[config.mk]
export PLATFORM = sky130hd
export DESIGN_NAME = tilt_cursor_flat
export DESIGN_NICKNAME = d
export VERILOG_FILES = /design/src/rtl/tilt_cursor_pkg.sv /design/src/rtl/tilt_cursor_if.sv /design/src/rtl/tilt_axis_step.sv /design/src/rtl/tilt_cursor.sv /design/src/flat_wrapper.sv
export SDC_FILE = /design/constraint.sdc
export NUM_CORES = 1
export LEC_CHECK = 0
export BUFFER_PORTS_ARGS = -buffer_cell sky130_fd_sc_hd__buf_2
export CAP_MARGIN = 20
export CORE_AREA = 5 5 142 131
export DETAILED_ROUTE_END_ITERATION = 8
export DIE_AREA = 0 0 147 136
export HOLD_SLACK_MARGIN = 0.02
export PLACE_DENSITY_LB_ADDON = 0.2
export SYNTH_ARGS = -nofsm -noshare
export SYNTH_HDL_FRONTEND = slang
export SYNTH_SLANG_ARGS = --single-unit
export TNS_END_PERCENT = 50
[constraint.sdc]
create_clock -name clk -period 10.2 [get_ports clk]
set_clock_uncertainty 0.15 [all_clocks]
set_input_delay 1.02 -clock clk [delete_from_list [all_inputs] [get_ports clk]]
set_output_delay 1.02 -clock clk [all_outputs]
set_load 0.02 [all_outputs]
[src/rtl/tilt_cursor_pkg.sv]
// Shared widths, FSM states and default tuning constants for the tilt cursor.
package tilt_cursor_pkg;

  localparam int TILT_W = 10;
  localparam int POS_W  = 8;

  localparam int X_MAX_DEF       = 159;
  localparam int Y_MAX_DEF       = 119;
  localparam int DEADZONE_DEF    = 16;
  localparam int FAST_THRESH_DEF = 96;
  localparam int STEP_DIV_DEF    = 2500000;
  localparam int STALE_TICKS_DEF = 8;

  typedef enum logic [1:0] {
    S_INIT,
    S_TRACK,
    S_STALE
  } state_e;

  // Centre coordinate of an axis whose largest position is max.
  function automatic logic [POS_W-1:0] center_of(input int max);
    return POS_W'((max + 1) / 2);
  endfunction

endpackage

[src/rtl/tilt_cursor_if.sv]
// Accelerometer sample handshake plus cursor position outputs.
interface tilt_cursor_if;
  import tilt_cursor_pkg::*;

  logic [TILT_W-1:0] acl_x;
  logic [TILT_W-1:0] acl_y;
  logic              acl_valid;
  logic              center;
  logic              acl_read;
  logic [15:0]       xPos;
  logic [15:0]       yPos;
  logic              moving;

  modport master (
    output acl_x, acl_y, acl_valid, center,
    input  acl_read, xPos, yPos, moving
  );

  modport slave (
    input  acl_x, acl_y, acl_valid, center,
    output acl_read, xPos, yPos, moving
  );

endinterface

[src/rtl/tilt_axis_step.sv]
// One axis of rate-based motion: tilt magnitude -> 0/1/2 pixel step, clamped to [0, MAX].
module tilt_axis_step
  import tilt_cursor_pkg::*;
#(
  parameter int MAX         = X_MAX_DEF,
  parameter int DEADZONE    = DEADZONE_DEF,
  parameter int FAST_THRESH = FAST_THRESH_DEF
) (
  input  logic signed [TILT_W-1:0] tilt,
  input  logic        [POS_W-1:0]  pos,
  input  logic                     en,
  output logic        [POS_W-1:0]  pos_next,
  output logic                     changed
);

  localparam int SUM_W = POS_W + 2;
  localparam logic signed [TILT_W:0]  DZ_S   = (TILT_W+1)'(DEADZONE);
  localparam logic signed [TILT_W:0]  FAST_S = (TILT_W+1)'(FAST_THRESH);
  localparam logic signed [SUM_W-1:0] MAX_S  = SUM_W'(MAX);

  logic signed [TILT_W:0]  tilt_ext;
  logic signed [TILT_W:0]  mag;
  logic signed [SUM_W-1:0] delta;
  logic signed [SUM_W-1:0] sum;

  always_comb begin
    // One extra bit so that the most negative tilt still has a positive magnitude.
    tilt_ext = {tilt[TILT_W-1], tilt};
    mag      = tilt_ext[TILT_W] ? -tilt_ext : tilt_ext;

    delta = '0;
    if (en && (mag > DZ_S)) begin
      delta = (mag >= FAST_S) ? SUM_W'(2) : SUM_W'(1);
      if (tilt[TILT_W-1]) delta = -delta;
    end

    sum = $signed({2'b00, pos}) + delta;
    if (sum[SUM_W-1])     pos_next = '0;
    else if (sum > MAX_S) pos_next = POS_W'(MAX);
    else                  pos_next = sum[POS_W-1:0];

    changed = (pos_next != pos);
  end

endmodule

[src/rtl/tilt_cursor.sv]
// Tilt-to-cursor controller: sample capture, step timer, staleness FSM and
// registered position outputs for the 160x120 framebuffer.
//   state   | meaning
//   S_INIT  | no sample seen since reset; ticks do not move the cursor
//   S_TRACK | ticks apply the held sample's deltas and age the sample
//   S_STALE | held sample too old; ticks do not move the cursor
module tilt_cursor
  import tilt_cursor_pkg::*;
#(
  parameter int X_MAX       = X_MAX_DEF,
  parameter int Y_MAX       = Y_MAX_DEF,
  parameter int DEADZONE    = DEADZONE_DEF,
  parameter int FAST_THRESH = FAST_THRESH_DEF,
  parameter int STEP_DIV    = STEP_DIV_DEF,
  parameter int STALE_TICKS = STALE_TICKS_DEF
) (
  input  logic          clk,
  input  logic          rstBtn,
  tilt_cursor_if.slave  cur
);

  localparam int TMR_W = $clog2(STEP_DIV);
  localparam int STL_W = $clog2(STALE_TICKS + 1);
  localparam logic [TMR_W-1:0] TMR_LAST = TMR_W'(STEP_DIV - 1);
  localparam logic [STL_W-1:0] STL_LAST = STL_W'(STALE_TICKS);
  localparam logic [POS_W-1:0] X_CTR    = center_of(X_MAX);
  localparam logic [POS_W-1:0] Y_CTR    = center_of(Y_MAX);

  state_e                     state_q, state_d;
  logic        [TMR_W-1:0]    tmr_q, tmr_d;
  logic        [STL_W-1:0]    stale_q, stale_d;
  logic signed [TILT_W-1:0]   held_x_q, held_x_d;
  logic signed [TILT_W-1:0]   held_y_q, held_y_d;
  logic        [POS_W-1:0]    xpos_q, xpos_d;
  logic        [POS_W-1:0]    ypos_q, ypos_d;
  logic                       moving_q, moving_d;
  logic                       acl_read_q, acl_read_d;

  logic             tick;
  logic             step_en;
  logic [POS_W-1:0] x_next, y_next;
  logic             x_chg, y_chg;

  assign tick    = (tmr_q == TMR_LAST);
  assign step_en = (state_q == S_TRACK);

  tilt_axis_step #(.MAX(X_MAX), .DEADZONE(DEADZONE), .FAST_THRESH(FAST_THRESH)) u_x_step (
    .tilt(held_x_q), .pos(xpos_q), .en(step_en), .pos_next(x_next), .changed(x_chg)
  );

  tilt_axis_step #(.MAX(Y_MAX), .DEADZONE(DEADZONE), .FAST_THRESH(FAST_THRESH)) u_y_step (
    .tilt(held_y_q), .pos(ypos_q), .en(step_en), .pos_next(y_next), .changed(y_chg)
  );

  always_comb begin
    state_d    = state_q;
    tmr_d      = tick ? '0 : tmr_q + 1'b1;
    stale_d    = stale_q;
    held_x_d   = held_x_q;
    held_y_d   = held_y_q;
    xpos_d     = xpos_q;
    ypos_d     = ypos_q;
    moving_d   = moving_q;
    acl_read_d = cur.acl_valid;

    if (cur.acl_valid) begin
      held_x_d = cur.acl_x;
      held_y_d = cur.acl_y;
      stale_d  = '0;
      state_d  = S_TRACK;
    end

    // Centering swallows a coincident tick entirely, including sample ageing.
    if (cur.center) begin
      tmr_d  = '0;
      xpos_d = X_CTR;
      ypos_d = Y_CTR;
    end else if (tick) begin
      xpos_d   = x_next;
      ypos_d   = y_next;
      moving_d = x_chg | y_chg;
      if ((state_q == S_TRACK) && !cur.acl_valid) begin
        stale_d = stale_q + 1'b1;
        if (stale_d == STL_LAST) state_d = S_STALE;
      end
    end
  end

  always_ff @(posedge clk or posedge rstBtn) begin
    if (rstBtn) begin
      state_q    <= S_INIT;
      tmr_q      <= '0;
      stale_q    <= '0;
      held_x_q   <= '0;
      held_y_q   <= '0;
      xpos_q     <= X_CTR;
      ypos_q     <= Y_CTR;
      moving_q   <= 1'b0;
      acl_read_q <= 1'b0;
    end else begin
      state_q    <= state_d;
      tmr_q      <= tmr_d;
      stale_q    <= stale_d;
      held_x_q   <= held_x_d;
      held_y_q   <= held_y_d;
      xpos_q     <= xpos_d;
      ypos_q     <= ypos_d;
      moving_q   <= moving_d;
      acl_read_q <= acl_read_d;
    end
  end

  assign cur.acl_read = acl_read_q;
  assign cur.xPos     = {8'h00, xpos_q};
  assign cur.yPos     = {8'h00, ypos_q};
  assign cur.moving   = moving_q;

endmodule

[src/flat_wrapper.sv]
// flat-port wrapper written by rule: the top's interface ports become plain ports
module tilt_cursor_flat import tilt_cursor_pkg::*;
#(
  parameter int X_MAX       = X_MAX_DEF,
  parameter int Y_MAX       = Y_MAX_DEF,
  parameter int DEADZONE    = DEADZONE_DEF,
  parameter int FAST_THRESH = FAST_THRESH_DEF,
  parameter int STEP_DIV    = STEP_DIV_DEF,
  parameter int STALE_TICKS = STALE_TICKS_DEF
)
  (clk, rstBtn, cur_acl_x, cur_acl_y, cur_acl_valid, cur_center, cur_acl_read, cur_xPos, cur_yPos, cur_moving);
  tilt_cursor_if cur_i ();
  input  logic clk;
  input  logic rstBtn;
  input wire logic [$bits(cur_i.acl_x)-1:0] cur_acl_x;
  input wire logic [$bits(cur_i.acl_y)-1:0] cur_acl_y;
  input wire logic [$bits(cur_i.acl_valid)-1:0] cur_acl_valid;
  input wire logic [$bits(cur_i.center)-1:0] cur_center;
  output wire logic [$bits(cur_i.acl_read)-1:0] cur_acl_read;
  output wire logic [$bits(cur_i.xPos)-1:0] cur_xPos;
  output wire logic [$bits(cur_i.yPos)-1:0] cur_yPos;
  output wire logic [$bits(cur_i.moving)-1:0] cur_moving;
  assign cur_i.acl_x = cur_acl_x;
  assign cur_i.acl_y = cur_acl_y;
  assign cur_i.acl_valid = cur_acl_valid;
  assign cur_i.center = cur_center;
  assign cur_acl_read = cur_i.acl_read;
  assign cur_xPos = cur_i.xPos;
  assign cur_yPos = cur_i.yPos;
  assign cur_moving = cur_i.moving;
  tilt_cursor #(.X_MAX(X_MAX), .Y_MAX(Y_MAX), .DEADZONE(DEADZONE), .FAST_THRESH(FAST_THRESH), .STEP_DIV(STEP_DIV), .STALE_TICKS(STALE_TICKS)) u_core (.clk(clk), .rstBtn(rstBtn), .cur(cur_i));
endmodule
==> parameters.txt, run 1 <==
Parameter                              Value

Status
  Status    completed

GRT
  Wire length of the first global-routing pass    22.79 mm
  Overall fraction of global-route tracks in use    0.1384
  Number of global-route vias before repair    4560
  GRT Residual Overflow    0
  Largest net degree at the start of global routing    67
  Initial antenna violation count    0

Clocking
  Insertion delay of the later-clocked pin in the worst-skew pair    340 ps
  CTS sink count    66
  Clock tree from TritonCTS    built
  H-tree levels    3
  Number of buffers created by CTS    9
  Maximum buffer depth of the clock tree    2
  Post-CTS setup repair buffer count    0
  Number of gates given a new drive strength after cts    0
  CTS clk-pin slew, worst paths    50 ps
  Cell at the root of the clock tree    sky130_fd_sc_hd__clkbuf_16
  Number of hold buffers added after CTS    0

Power
  Largest voltage drop on the vdd net    0.00009217 V
  Net switching power of the design    0.2495 mW
  Total chip power    0.8272 mW
  Sequential power share    0.347
  Power per cell area    141.3 nW/um^2
  Leakage power of the design    2.436 nW
  Internal cell power    0.5777 mW
  Portion of total power attributed to the clock network    0.414
  Sw Ratio    0.3017
  Logic gate share of total power    0.239

Die
  Horizontal extent of the die    147 um
  Core region area    17090 um^2
  Ports    58
  Die Y    136 um
  Initial standard-cell utilization of the core    0.3017
  Area enclosed by the die boundary    19990 um^2
  # rows    46

Final layout
  Filler-free cell count of the finished design    848
  Most frequent cells in the layout    60 x sky130_fd_sc_hd__dfrtp_1, 56 x sky130_fd_sc_hd__nor2_1, 42 x sky130_fd_sc_hd__a21oi_1, 41 x sky130_fd_sc_hd__buf_2, 38 x sky130_fd_sc_hd__nand2_1
  Number of antenna cells inserted    0
  Fraction of final layout cells with drive strength greater than 1    0.1598
  Final Util    0.3424
  Most common library cell in the layout ignoring fill and taps    sky130_fd_sc_hd__dfrtp_1
  Finished Cell Area    5853 um^2
  Layout-stage area growth over the synthesis result    13.49%
  Layout Nets    677

Synth
  Most frequently used flop master after synthesis    sky130_fd_sc_hd__dfrtp_1
  Flops & latches, synth    66
  Proportion of synthesized chip area in sequential cells    0.3217
  Avg Synthesized Cell Area    8.727 um^2
  Count of cell types in the netlist    83
  Yosys Warn Count    0
  Cell type with the highest aggregate area in the netlist    sky130_fd_sc_hd__dfrtp_1
  Post-synth EDFFs    0
  Yosys top cell area share    0.2911
  Netlist area before placement    5157 um^2
  Async SR Flop Fraction    1.000
  Number of instances in the synthesized netlist    591
  Leading cell types by total area after synthesis    sky130_fd_sc_hd__dfrtp_1 29%, sky130_fd_sc_hd__ha_1 5.3%, sky130_fd_sc_hd__a21oi_1 4.1%, sky130_fd_sc_hd__nor2_1 4.1%, sky130_fd_sc_hd__xor2_1 3.6%

Placed design
  Post-detailed-placement half-perimeter wirelength    10.06 mm
  Port-buffer cells    41
  Pre-CTS WS    4450 ps
  Dpl cells    834
  Placer congestion estimate    0.8855
  Total cell area at the placement stage    5527 um^2

Drt
  Wire length after detailed routing    13.59 mm
  Met3 wire len    599 um
  Initial DRC Count    250
  Vias after detailed routing    4637
  Met1 Wirelength    6.146 mm
  Vias/cell    5.468
  Wire length on met2    6.674 mm
  Top routing layer used    met4
  Post-detailed-route count of antenna-violating nets    0
  Count of TritonRoute iterations in the first routing pass    4
  Routed len/inst    16.02 um
  DRC violation count after routing    0

STA
  Worst slew margin relative to its limit    0.2989
  Setup-failing EPs final    0
  Final slew viol count    0
  RSZ-0062 raised after global routing    no
  Minimum hold slack    346.2 ps
  Tcrit/Tclk final    0.5656
  Minimum setup slack in the final design    4431 ps
  Fmax    173.3 MHz
  Setup Total Neg Slack    0 ps
  Transition at the pin with the smallest max-transition slack    1048 ps
  Endpoints failing hold    0
  Final critical path time including I/O delays and setup    5769 ps

Critical path
  Logic depth of the worst register-to-register path    18
  Critical path arrival    5830 ps
  Reg-to-reg endpoint    u_core.cur.moving
  Worst path required time    10260 ps
  Startpoint types    flop
  Source of the worst register-to-register timing path    u_core.held_x_q[0]
  Largest fanout on the critical path    12
  Setup Crit Path Kind    reg2reg
  Register-to-register path setup slack    4430 ps
  Sort of element at the end of the critical path    flop

Worst hold path
  Class of the tightest hold or removal check    reg2reg
  Hold Crit Endpoint    u_core.state_q[0]
  Hold path startpoint    u_core.state_q[0]
  Number of cells traversed by the worst hold path    1

Run
  Count of max-cap constraint violations    0
worst max-delay path: stages (launching register included):
cell and delay [ps]:
sky130_fd_sc_hd__dfrtp_1 420, sky130_fd_sc_hd__inv_1 90, sky130_fd_sc_hd__ha_1 220, sky130_fd_sc_hd__nor2b_1 290, sky130_fd_sc_hd__and4bb_1 250, sky130_fd_sc_hd__o211ai_1 210
sky130_fd_sc_hd__a211oi_1 180, sky130_fd_sc_hd__nor2_1 820, sky130_fd_sc_hd__ha_1 460, sky130_fd_sc_hd__a21oi_1 250, sky130_fd_sc_hd__o22ai_1 160, sky130_fd_sc_hd__o41ai_4 420
sky130_fd_sc_hd__inv_2 90, sky130_fd_sc_hd__a31o_1 240, sky130_fd_sc_hd__or3_1 470, sky130_fd_sc_hd__o31a_1 320, sky130_fd_sc_hd__o32a_1 290, sky130_fd_sc_hd__nor4_1 200
sky130_fd_sc_hd__a21oi_1 110
cell type report:
type	count	area [um^2]
Inverter	28	105.1
Clock buffer	12	266.5
Timing Repair Buffer	43	220.2
Tap cell	216	270.3
Clock inverter	2	60.06
Sequential cell	66	1659
Multi-Input combinational cell	481	3272
Fill cell	1760	11240
routing by layer:
metal | vias to the layer above | global-route usage
li1 | 2253 | -
met1 | 2278 | 0.1720
met2 | 90 | 0.2368
met3 | 16 | 0.03467
met4 | 0 | 0.04503
met5 | - | 0
cell usage after synthesis (8+ instances only):
| master | instances |
|---|---|
| sky130_fd_sc_hd__xnor2_1 | 16 |
| sky130_fd_sc_hd__and3_1 | 8 |
| sky130_fd_sc_hd__a21oi_1 | 42 |
| sky130_fd_sc_hd__nor2_1 | 56 |
| sky130_fd_sc_hd__dfrtp_1 | 60 |
| sky130_fd_sc_hd__xor2_1 | 21 |
| sky130_fd_sc_hd__nand4_1 | 14 |
| sky130_fd_sc_hd__o211ai_1 | 9 |
| sky130_fd_sc_hd__nor4_1 | 10 |
| sky130_fd_sc_hd__nand3_1 | 21 |
| sky130_fd_sc_hd__nand2_1 | 38 |
| sky130_fd_sc_hd__mux2_2 | 14 |
| sky130_fd_sc_hd__or3_1 | 12 |
| sky130_fd_sc_hd__inv_1 | 25 |
| sky130_fd_sc_hd__ha_1 | 22 |
| sky130_fd_sc_hd__clkbuf_1 | 14 |
| sky130_fd_sc_hd__buf_4 | 16 |
| sky130_fd_sc_hd__mux2i_1 | 8 |
| sky130_fd_sc_hd__nor3_1 | 19 |
| sky130_fd_sc_hd__o21ai_0 | 28 |
power groups by stage:
stage                     clock network (mW)  registers (mW)  logic [mW]
after global routing                   0.361           0.289       0.220
after global placement                     0           0.291       0.193
after CTS                              0.353           0.287       0.197
after detailed placement                   0           0.291       0.197
final                                  0.343           0.287       0.198
after floorplan                            0           0.286       0.161
registers in the layout, summed over array words and instances, names as in the netlist:
signal	flops
u_core.cur.acl_read	1
u_core.ypos_q	8
u_core.state_q	2
u_core.xpos_q	8
u_core.tmr_q	22
u_core.held_x_q	10
u_core.cur.moving	1
u_core.stale_q	4
u_core.held_y_q	10
kinds of logic (layout without fill, tap and decap cells):
kind of cell	count (synthesis)	after routing	share of synthesized area
DFF	66	66	0.3217
adders and majority gates	24	24	0.06113
buffers and inverters	59	85	0.05483
AOI/OAI and AO/OA	153	153	0.2103
xor gates and xnor gates	37	37	0.06283
and+or+nand+nor	229	229	0.2424
muxes	22	22	0.04609
other	1	16	0.0007271
how the worst max path moves through the flow:
| stage | start | endpoint | slack, ps |
|---|---|---|---|
| after floorplan | u_core.held_x_q[0] | u_core.cur.moving | 5220 |
| after global placement | u_core.held_x_q[0] | u_core.cur.moving | 4720 |
| after detailed placement | u_core.held_x_q[0] | u_core.cur.moving | 4450 |
| after CTS | u_core.held_x_q[0] | u_core.cur.moving | 4450 |
| after global routing | u_core.held_x_q[0] | u_core.cur.moving | 3960 |
| final | u_core.held_x_q[0] | u_core.cur.moving | 4430 |
Note: power is estimated with default switching activity, not from simulation.
==> inputs of run 2 (changes only) <==
- clock period: 10.2 -> 5.15 ns (I/O delays scaled with it)
==> run 2 against run 1 <==
Net effect: total power rose by 100%; wire length rose by 2.8%; first-iteration DRC count increased by 8.8%; die area unchanged; non-clock buffer count grew 26; hold slack got worse by 94 ps; register-to-register slack worse by 4200 ps; design area up 5.1%; fmax grew 17%; critical path type unchanged; largest cell class unchanged; highest routed layer unchanged.
==> parameters.txt, run 2 (synthesized netlist as in run 1, its figures left out) <==
Parameter                              Value

Status
  Status    completed

Die
  Die Y    136 um (unchanged)
  Area enclosed by the die boundary    19990 um^2 (unchanged)
  Initial standard-cell utilization of the core    0.3017 (unchanged)
  Horizontal extent of the die    147 um (unchanged)
  Ports    58 (unchanged)
  Core region area    17090 um^2 (unchanged)
  # rows    46 (unchanged)

Critical path
  Worst path required time    5200 ps (-5060 ps)
  Source of the worst register-to-register timing path    u_core.held_x_q[1]
  Reg-to-reg endpoint    u_core.cur.moving
  Critical path arrival    4970 ps (-860 ps)
  Startpoint types    flop
  Largest fanout on the critical path    5 (-7)
  Setup Crit Path Kind    reg2reg
  Register-to-register path setup slack    230 ps (-4200 ps)
  Logic depth of the worst register-to-register path    20 (+2)
  Sort of element at the end of the critical path    flop

Placed design
  Placer congestion estimate    0.8667 (-2.1%)
  Port-buffer cells    41 (unchanged)
  Total cell area at the placement stage    5662 um^2 (+2.4%)
  Dpl cells    852 (+2.2%)
  Post-detailed-placement half-perimeter wirelength    10.23 mm (+1.7%)

STA
  Worst slew margin relative to its limit    0.4302 (+0.1313)
  Final slew viol count    0 (unchanged)
  Tcrit/Tclk final    0.9556 (+0.3900)
  Setup-failing EPs final    0 (unchanged)
  Fmax    203.2 MHz (+17%)
  Transition at the pin with the smallest max-transition slack    854.7 ps (-193.1 ps)
  Final critical path time including I/O delays and setup    4922 ps (-847.8 ps)
  Endpoints failing hold    0 (unchanged)

Clocking
  Number of buffers created by CTS    9 (unchanged)
  Insertion delay of the later-clocked pin in the worst-skew pair    330 ps (about the same)
  Number of hold buffers added after CTS    0 (unchanged)
  H-tree levels    3 (unchanged)
  Clock tree from TritonCTS    built
  Cell at the root of the clock tree    sky130_fd_sc_hd__clkbuf_16
  CTS sink count    66 (unchanged)
  Maximum buffer depth of the clock tree    2 (unchanged)
  CTS clk-pin slew, worst paths    50 ps (about the same)

Power
  Internal cell power    1.146 mW (+98%)
  Portion of total power attributed to the clock network    0.384 (-0.030)
  Sequential power share    0.341 (-0.006)
  Leakage power of the design    2.569 nW (+5.5%)
  Net switching power of the design    0.5077 mW (+100%)
  Largest voltage drop on the vdd net    0.0001409 V (+53%)
  Power per cell area    268.8 nW/um^2 (+90%)
  Sw Ratio    0.3070 (+0.005381)
  Logic gate share of total power    0.275 (+0.036)

Drt
  Vias after detailed routing    4704 (+1.4%)
  Vias/cell    5.376 (-1.7%)
  Wire length after detailed routing    13.97 mm (+2.8%)
  DRC violation count after routing    0 (unchanged)
  Routed len/inst    15.96 um (-0.40%)
  Post-detailed-route count of antenna-violating nets    0 (unchanged)
  Initial DRC Count    272 (+8.8%)
  Count of TritonRoute iterations in the first routing pass    5 (+1)

GRT
  GRT Residual Overflow    0 (unchanged)
  Number of global-route vias before repair    4642 (+1.8%)
  Wire length of the first global-routing pass    22.80 mm (about the same)
  Overall fraction of global-route tracks in use    0.1380 (-0.0004137)
  Largest net degree at the start of global routing    67 (unchanged)
  Initial antenna violation count    0 (unchanged)

Final layout
  Filler-free cell count of the finished design    875 (+3.2%)
  Finished Cell Area    6151 um^2 (+5.1%)
  Number of antenna cells inserted    0 (unchanged)
  Largest Register    u_core.tmr_q
  Most common library cell in the layout ignoring fill and taps    sky130_fd_sc_hd__dfrtp_1
  Most frequent cells in the layout    60 x sky130_fd_sc_hd__dfrtp_1, 52 x sky130_fd_sc_hd__nor2_1, 41 x sky130_fd_sc_hd__buf_2, 39 x sky130_fd_sc_hd__a21oi_1, 38 x sky130_fd_sc_hd__nand2_1
  Flip-flop count of the largest register, all copies and words added    22 (unchanged)
  Layout-stage area growth over the synthesis result    19.26%
  Top flop regs    u_core.tmr_q: 22 flops, u_core.held_x_q: 10 flops, u_core.held_y_q: 10 flops
  Layout Nets    703 (+3.8%)
  Fraction of final layout cells with drive strength greater than 1    0.2246 (+0.06477)
  Final Util    0.3598 (+0.01742)

Worst hold path
  Hold path startpoint    cur_acl_x[1]
  Class of the tightest hold or removal check    in2reg
  Hold Crit Endpoint    u_core.held_x_q[1]
  Number of cells traversed by the worst hold path    3 (+2)

Run
  Count of max-cap constraint violations    0 (unchanged)
==> run 2: layer usage <==
| layer | track usage | part of all wire |
|---|---|---|
| met1 | 0.1732 | 0.45 |
| met2 | 0.2368 | 0.49 |
| met3 | 0.03000 | 0.047 |
| met4 | 0.04607 | 0.016 |
| met5 | 0 | 0 |
==> run 2: worst max-delay path by stage <==
stage,cells past startpoint,slack (ps),startpoint,end
2_1_floorplan,21,170,u_core.held_x_q[0],u_core.cur.moving
4_1_cts,20,20,u_core.held_x_q[1],u_core.cur.moving
5_1_grt,19,-20,u_core.held_y_q[0],u_core.cur.moving
6_report,20,230,u_core.held_x_q[1],u_core.cur.moving
3_5_place_dp,20,-5,u_core.held_x_q[0],u_core.cur.moving
3_3_place_gp,19,210,u_core.held_x_q[0],u_core.cur.moving
==> run 2: area by class of cell <==
| type | instances | area [um^2] |
|---|---|---|
| fill | 1731 | 10940 |
| multi-input combinational | 481 | 3396 |
| sequential | 66 | 1659 |
| timing repair buffer | 69 | 419.2 |
| tap | 216 | 270.3 |
| clock buffer | 12 | 236.5 |
| inverter | 28 | 105.1 |
| clock inverter | 3 | 65.06 |
==> run 2: power groups by stage <==
stage | sequential [mW] | clock [mW] | combinational (mW)
global route | 0.567 | 0.672 | 0.502
finish | 0.563 | 0.635 | 0.455
detailed placement | 0.571 | 0 | 0.418
floorplan | 0.566 | 0 | 0.319
CTS | 0.561 | 0.654 | 0.427
global placement | 0.571 | 0 | 0.414
==> run 2: per-stage QoR <==
stage / total power [mW] / hold WS [ps] / setup TNS [ps] / worst slack, ps
after floorplan: 0.8853 / 314.5 / 0 / 169.0
after global placement: 0.9854 / 331.4 / 0 / 207.7
after detailed placement: 0.9890 / 344.2 / -4.535 / -4.535
after CTS: 1.642 / 244.3 / 0 / 17.47
after global routing: 1.741 / 254.6 / -18.72 / -18.72
final: 1.654 / 252.4 / 0 / 228.5
==> run 2: timing repair <==
action / in CTS / in global routing
pin swaps: 2 / 5
buffers inserted: 4 / 4
resized for setup: 2 / 28
setup endpoints to repair: 1 / 1
==> run 2: worst max-delay path, stage by stage, from the launching register on <==
cell and delay [ps]:
sky130_fd_sc_hd__dfrtp_1 390, sky130_fd_sc_hd__inv_1 90, sky130_fd_sc_hd__ha_1 220, sky130_fd_sc_hd__nor2b_4 220
sky130_fd_sc_hd__and4bb_1 230, sky130_fd_sc_hd__o211ai_1 240, sky130_fd_sc_hd__a211oi_2 130, sky130_fd_sc_hd__nand2b_4 170
sky130_fd_sc_hd__a2111oi_1 330, sky130_fd_sc_hd__ha_1 280, sky130_fd_sc_hd__fa_2 220, sky130_fd_sc_hd__a21oi_2 60
sky130_fd_sc_hd__o221ai_1 270, sky130_fd_sc_hd__xor2_1 150, sky130_fd_sc_hd__nor2_2 190, sky130_fd_sc_hd__nor2_1 120
sky130_fd_sc_hd__or3_1 350, sky130_fd_sc_hd__o31a_1 290, sky130_fd_sc_hd__o32a_1 310, sky130_fd_sc_hd__nor4_2 270
sky130_fd_sc_hd__a21oi_1 100
